File: src/rtl/grostl_shift_bytes_pipe.sv
// grostl_shift_bytes_pipe: pipelined Grostl ShiftBytes for P/Q permutations with valid/ready handshake
// Ports: clk, rst_n (async, active-low), flush (sync clear of all stages);
//        in_valid/in_ready/in_mode/in_data  upstream transaction (state packed column-major, column 0 MSB);
//        out_valid/out_ready/out_mode/out_data  downstream transaction; busy = any stage holds valid data.
module grostl_shift_bytes_pipe #(
    parameter int COLS = 8,
    parameter int LAT  = 1
) (
    input  logic               clk,
    input  logic               rst_n,
    input  logic               flush,
    input  logic               in_valid,
    output logic               in_ready,
    input  logic               in_mode,
    input  logic [COLS*64-1:0] in_data,
    output logic               out_valid,
    input  logic               out_ready,
    output logic               out_mode,
    output logic [COLS*64-1:0] out_data,
    output logic               busy
);
    if (COLS != 8 && COLS != 16) begin : g_bad_cols
        $error("grostl_shift_bytes_pipe: COLS must be 8 or 16");
    end
    if (LAT != 1 && LAT != 2) begin : g_bad_lat
        $error("grostl_shift_bytes_pipe: LAT must be 1 or 2");
    end
    logic [0:COLS-1][0:7][7:0]   w_in;
    logic [0:COLS-1][0:7][7:0]   w_perm;
    logic [LAT-1:0]              w_load;
    logic [LAT-1:0]              r_v;
    logic [LAT-1:0]              r_mode;
    logic [LAT-1:0][COLS*64-1:0] r_data;
    assign w_in = in_data;
    // Row r of output column c takes row r of input column c+S[r]; constant indices, so pure wiring.
    for (genvar c = 0; c < COLS; c++) begin : g_col
        for (genvar r = 0; r < 8; r++) begin : g_row
            localparam int SP = (COLS == 16 && r == 7) ? 11 : r;
            localparam int SQ = r >= 4 ? 2 * r - 8 : (COLS == 16 && r == 3) ? 11 : 2 * r + 1;
            assign w_perm[c][r] = in_mode ? w_in[(c + SQ) % COLS][r] : w_in[(c + SP) % COLS][r];
        end
    end
    // Stage k can load when downstream drains or any stage from k to the output has a hole.
    for (genvar k = 0; k < LAT; k++) begin : g_load
        assign w_load[k] = out_ready || !(&r_v[LAT-1:k]);
    end
    assign in_ready  = !flush && w_load[0];
    assign out_valid = r_v[LAT-1];
    assign out_mode  = r_mode[LAT-1];
    assign out_data  = r_data[LAT-1];
    assign busy      = |r_v;
    always_ff @(posedge clk or negedge rst_n) begin
        if (!rst_n) begin
            r_v    <= '0;
            r_mode <= '0;
            r_data <= '0;
        end else begin
            if (w_load[0]) begin
                r_v[0]    <= in_valid && in_ready;
                r_mode[0] <= in_mode;
                r_data[0] <= w_perm;
            end
            for (int k = 1; k < LAT; k++) begin
                if (w_load[k]) begin
                    r_v[k]    <= r_v[k-1];
                    r_mode[k] <= r_mode[k-1];
                    r_data[k] <= r_data[k-1];
                end
            end
            if (flush) r_v <= '0;
        end
    end
endmodule

File: config.mk
export PLATFORM = sky130hd
export DESIGN_NAME = grostl_shift_bytes_pipe
export DESIGN_NICKNAME = d
export VERILOG_FILES = /design/src/rtl/grostl_shift_bytes_pipe.sv
export SDC_FILE = /design/constraint.sdc
export NUM_CORES = 1
export LEC_CHECK = 0
export CORE_AREA = 2 2 407 409
export CTS_BUF_LIST = sky130_fd_sc_hd__clkbuf_4 sky130_fd_sc_hd__clkbuf_8
export CTS_CLUSTER_DIAMETER = 30
export DETAILED_ROUTE_END_ITERATION = 16
export DIE_AREA = 0 0 409 411
export PLACE_DENSITY = 0.47
export SLEW_MARGIN = 25
export SYNTH_ARGS = -nofsm -noshare
export SYNTH_HDL_FRONTEND = slang
export SYNTH_SLANG_ARGS = --single-unit
File: constraint.sdc
create_clock -name clk -period 3.1 [get_ports clk]
set_input_delay 0.62 -clock clk [delete_from_list [all_inputs] [get_ports clk]]
set_output_delay 0.62 -clock clk [all_outputs]
set_load 0.05 [all_outputs]
==> results of run 1 <==
-- state kept, by name, summed over array words and instances, names as in the netlist --
name / count
out_mode: 1
out_data: 512
busy: 1
-- per-stage QoR --
stage	total power, mW	hold WS [ns]	instance area, um^2	cells	utilization (%)
floorplan	11.8	0.324	25300	1659	-
global placement	15.1	0.490	38300	4837	23.4
detailed placement	15.1	0.494	38300	4837	23.4
CTS	28.1	0.146	42500	5162	25.9
global route	28.7	0.200	42500	5163	26.0
finish	27.6	0.261	42500	5165	26.0
-- routing by layer --
layer | GRT usage, % | up-vias | part of all wire (%)
met1 | 15.7 | 9542 | 40
met2 | 23.6 | 720 | 50
li1 | - | 8512 | -
met4 | 4.56 | 8 | 2.6
met3 | 5.08 | 177 | 7.9
met5 | 0 | - | 0.048
-- worst paths after layout --
check | from | end | depth (start not counted)
setup / recovery | out_data[230] | out_data[230] | 1
hold / removal | rst_n | out_data[83] | 2
setup reg to reg | busy | out_data[447] | 4
hold reg to reg | out_data[227] | out_data[227] | 1
max in group asynchronous | rst_n | out_data[127] | 3
min in group clk | in_valid | busy | 3
-- synth_stat cells --
cell type / instances / area share, %
nor2_1: 1 / 0.015
buf_6: 53 / 2.4
a21oi_1: 1 / 0.020
inv_1: 1 / 0.015
buf_4: 1 / 0.030
nor2b_1: 1 / 0.025
buf_2: 61 / 1.2
nand2b_1: 1 / 0.025
mux2_2: 1025 / 46
dfrtp_1: 514 / 51
-- power breakdown --
| group | internal (mW) | total [mW] | switching (mW) |
|---|---|---|---|
| Sequential | 7.42 | 7.82 | 0.394 |
| Clock | 8.43 | 12.7 | 4.26 |
| Combinational | 2.84 | 7.05 | 4.22 |
-- cells by family (layout without fill, tap and decap cells) --
logic type             Yosys count  count (layout)  synth area share, %
AOI/OAI and AO/OA                1               1               0.0197
buffers and inverters          116            1430                 3.60
DFF                            514             514                 50.8
muxes                         1025            1025                 45.6
other                            0               3                    0
and+or+nand+nor                  3               3               0.0642
-- area by class of cell --
type | instances | share of cell area, %
Sequential cell | 514 | 30.2
Timing Repair Buffer | 1105 | 26.1
Antenna cell | 3 | 0.0177
Multi-Input combinational cell | 1029 | 27.2
Clock buffer | 259 | 7.88
Inverter | 1 | 0.00883
Clock inverter | 65 | 2.09
Tap cell | 2189 | 6.44
-- placed cells by master (no fill, tap or decap), types with 5 or more instances in the layout --
master | netlist | layout
clkbuf_4 | 0 | 34
mux2_2 | 1025 | 1025
buf_4 | 1 | 65
bufinv_16 | 0 | 18
clkbuf_8 | 0 | 225
clkinv_2 | 0 | 34
dfrtp_1 | 514 | 514
clkdlybuf4s50_1 | 0 | 1014
buf_12 | 0 | 20
clkinv_8 | 0 | 5
-- timing repair --
| item | CTS | global route |
|---|---|---|
| buffers inserted | 0 | 0 |
| endpoints found under the setup margin | 3 | 0 |
| endpoints found under the hold margin | 167 | 0 |
| resized for setup | 3 | 0 |
| hold buffers | 1 | 0 |
==> results.md, run 1 <==
- DR vias/cell: 3.67
- Site Rows: 149
- Maximum buffer depth of the clock tree: 3
- Port bufs: approximately 1.0k
- Reg2reg setup slack: roughly 1.1 ns
- Worst Setup End Kind: primary output
- DIE AREA: between 0.15 and 0.2 mm^2
- Cell family with most CP delay: buffers and inverters
- Placer's final routability congestion estimate: 0.844
- RSZ-0062 raised after global routing: false
- Setup Skew: 0.0408 ns
- Die W: ~400 um
- Run status: finished clean
- Post-Syn Area: 0.0253 mm^2
- Worst path required time: 2.48 ns
- TritonCTS Buffers: 177
- Routed len/inst: 23.1 um
- Worst VDD drop: 357 uV
- Clock sink count: 514
- MaxCap Viol Count: 0
- Final min period: about 2.9 ns
- Setup WS post-layout: 0.221 ns
- Initial DRT Pass Iterations: 4
- P&R area growth vs syn: 67.8%
- Crit path largest cell delay: 0.90 ns
- Slowest cell on crit path: clkdlybuf4s50_1
- CP Launch Type: flip-flop
- Syn_nets: 2177
- Post-DP HPWL: 96500 um
- Fmax: approximately 0.35 GHz
- Number of global-route vias before repair: 20.7k
- Largest net degree at the start of global routing: 73
- Chip height: 411 um
- TritonCTS clock tree: yes
- Reg area: 0.0129 mm^2
- Core Footprint: around 0.16 mm^2
- Worst-Margin Slew: 0.781 ns
- Worst path arrival time: 2.26 ns
- NumNets Final: 3346
- Layout cell share with drive strength beyond 1: 48.3%
- Sequential area share after synthesis: roughly 51%
- Hold Crit Class: in2async
- Clk_lat worst skew: ~0.87 ns
- Pleak: 16.9 nW
- Cell count after synthesis: 1659
- Slew margin rel.: 47.7%
- Filler cell count: 17.1k
- Remaining DRCs: 0
- Synth cell types: 10
- Setup slack after placement: 0.583 ns
- Final WL: 119000 um
- Final Hold Viols: 0
- First-pass GRT wire length: about 160000 um
- CP max FO: 2
- Slew Viols, Final: 0
- Initial antenna violation count: 13
- Routed Antenna Nets: 0
- CTS Root Cell: clkbuf_8
- Clock transition at path regs: ~0.05 ns
- 1st-iter DRT viols: 591
- Critical path buffers and inverters: 1
- Htree depth: 4
- Syn_area_per_cell: 15.3 um^2
- Final period util: 92.9%
- Final setup fails: 0
- I/O pin total: between 1k and 1.5k
- CP Cell Sequence: clkdlybuf4s50_1
- Gr usage total: ~14%
- Yosys reg bits: 514
- Initial Util: about 15%
- Multi-input logic area: 0.0116 mm^2
- Gr ovfl total: 0
- Pwr Density: 648 mW/mm^2
- Via count: 19.0k
- Setup TNS: 0 ns
- Kind of critical path: reg2out
- Synth warn: 0
Power figures use the tool's default switching activity.
==> run 2: changes to the inputs <==
==> constraint.sdc (replaced) <==
create_clock -name clk -period 3.1 [get_ports clk]
set_input_delay 0.31 -clock clk [delete_from_list [all_inputs] [get_ports clk]]
set_output_delay 0.31 -clock clk [all_outputs]
set_load 0.05 [all_outputs]
==> results.md, run 2 (synthesis results as in run 1) <==
- Largest net degree at the start of global routing: 85
- WHS Path Cells: 3
- Hold Crit Class: in2reg
- Hold path endpoint: out_data[44]
- Worst path required time: 2.79 ns
- Final period util: 88.4%
- P&R area growth vs syn: 71.3%
- Post-DP HPWL: 95900 um
- Post-Layout Cell Count: roughly 5.3k
- Slew margin rel.: a little under two fifths
- Gr usage total: 13.9%
- Final Power: 27.1 mW
- Final setup fails: 0
- Worst Min Path Start: in_data[236]
- Hold slack: approximately 0.17 ns
- Clock transition at path regs: 0.04 ns
- Final WL: 120000 um
- MaxCap Viol Count: 0
- Port bufs: a little over 1k
- Reg2reg setup slack: about 1.1 ns
- Crit path largest cell delay: roughly 0.57 ns
- Worst-Margin Slew: ~0.92 ns
- DR WL met3: 8960 um
- Gr ovfl total: 0
- Final min period: 2.74 ns
- Via count: around 20k
- Clock sink count: a little over 500
- R2R depth: 6
- 1st-iter DRT viols: 611
- FF-to-FF Start: busy
- Remaining DRCs: 0
- Maximum buffer depth of the clock tree: 3
- Worst Setup End Kind: primary output
- Final design utilization: between 20% and 30%
- Pwr Density: ~620 mW/mm^2
- CP Cell Sequence: nor2b_1 -> buf_4 -> nor2_1 -> dlygate4sd2_1
- CTS Root Cell: clkbuf_8
- Chip height: between 400 and 500 um
- Site Rows: 149
- Routed Antenna Nets: 0
- I/O pin total: around 1.0k
- Setup WS post-layout: 0.360 ns
- Setup TNS: 0 ns
- Kind of critical path: reg2out
- Commonest non-fill, non-tap cell in the layout: clkdlybuf4s50_1
- TritonCTS clock tree: yes
- Worst VDD drop: approximately 450 uV
- Cell total after placement: approximately 4.8k
- Fmax: 0.365 GHz
- First-pass GRT wire length: 165000 um
- NumNets Final: 3446
- Worst reg2reg path endpoint: busy
- Placer's final routability congestion estimate: 0.855
- Die W: 409 um
- Run status: finished clean
- Routed len/inst: about 23 um
- Number of global-route vias before repair: 21.0k
- Most frequent cells in the layout: clkdlybuf4s50_1 (1027), mux2_2 (1025), dfrtp_1 (514)
- Final Hold Viols: 0
- TritonCTS Buffers: 185
- Cell family with most CP delay: buffers and inverters
- Clk_lat worst skew: 0.90 ns
- Htree depth: 4
- WL met1: 48100 um
- Initial antenna violation count: 15
- RSZ-0062 raised after global routing: false
- Max reg flops: 512
- Met2 wire len: 60400 um
- Core Footprint: 0.164 mm^2
- Layout cell share with drive strength beyond 1: between 40 and 50%
- Setup Skew: around 0.043 ns
- Critical path buffers and inverters: 2
- Initial DRT Pass Iterations: 4
- DIE AREA: 0.168 mm^2
- Uppermost layer routed: met5
- CP max FO: 2
- Setup slack after placement: 0.357 ns
- Slew Viols, Final: 0
- Initial Util: 15.5%
- Slowest cell on crit path: dlygate4sd2_1
- Worst path arrival time: about 2.4 ns
- Pleak: 17.3 nW
- Post-CTS Setup Repair Bufs: 0
- Filler cell count: 17.1k
- CP Launch Type: flip-flop
- Finished Cell Area: roughly 0.043 mm^2
- Post-DP Area: between 0.03 and 0.04 mm^2
- DR vias/cell: 3.68
## run 2: worst max path at each step
| stage | from | end | slack, ns | cells past startpoint |
|---|---|---|---|---|
| after detailed placement | out_ready | in_ready | 0.36 | 5 |
| after floorplan | busy | in_ready | 1.35 | 2 |
| after global routing | busy | in_ready | 0.13 | 4 |
| after global placement | out_ready | in_ready | 0.33 | 5 |
| after CTS | busy | in_ready | 0.05 | 4 |
| final | busy | in_ready | 0.36 | 4 |
## run 2: metal layers
layer | up-vias | GRT usage, %
met5 | - | 0
met1 | 9790 | 16.0
li1 | 8722 | -
met2 | 719 | 23.8
met3 | 182 | 4.94
met4 | 14 | 4.58
## run 2: report_power, final
group          total (mW)  leakage (nW)  switching (mW)  internal, mW
Clock                12.1          2.19            4.38          7.75
Combinational        7.19          9.08            4.25          2.94
Sequential           7.80          5.99           0.379          7.43
## run 2: cell type report
class / count / area (um^2) / area share (%)
flip-flops and latches: 514 / 12900 / 29.6
repair buffers: 1197 / 12100 / 27.9
multi-input cells: 1029 / 11600 / 26.7
clock buffers: 272 / 3470 / 7.99
well taps: 2189 / 2740 / 6.31
clock inverters: 64 / 623 / 1.44
diodes: 8 / 20.0 / 0.0461
inverters: 1 / 3.75 / 0.00865
## run 2: worst reg2reg max path, cell delays in order, from the launching register on
cell	delay (ns)
dfrtp_1	0.40
buf_4	0.19
nand2b_4	0.11
buf_12	0.20
buf_4	0.24
a21oi_1	0.11
dlygate4sd3_1	0.59
## run 2: repair_timing
action                     in CTS  in global routing
setup endpoints to repair       1                  0
hold endpoints to repair      526                  0
resized for setup               1                  0
hold buffers                   91                  0
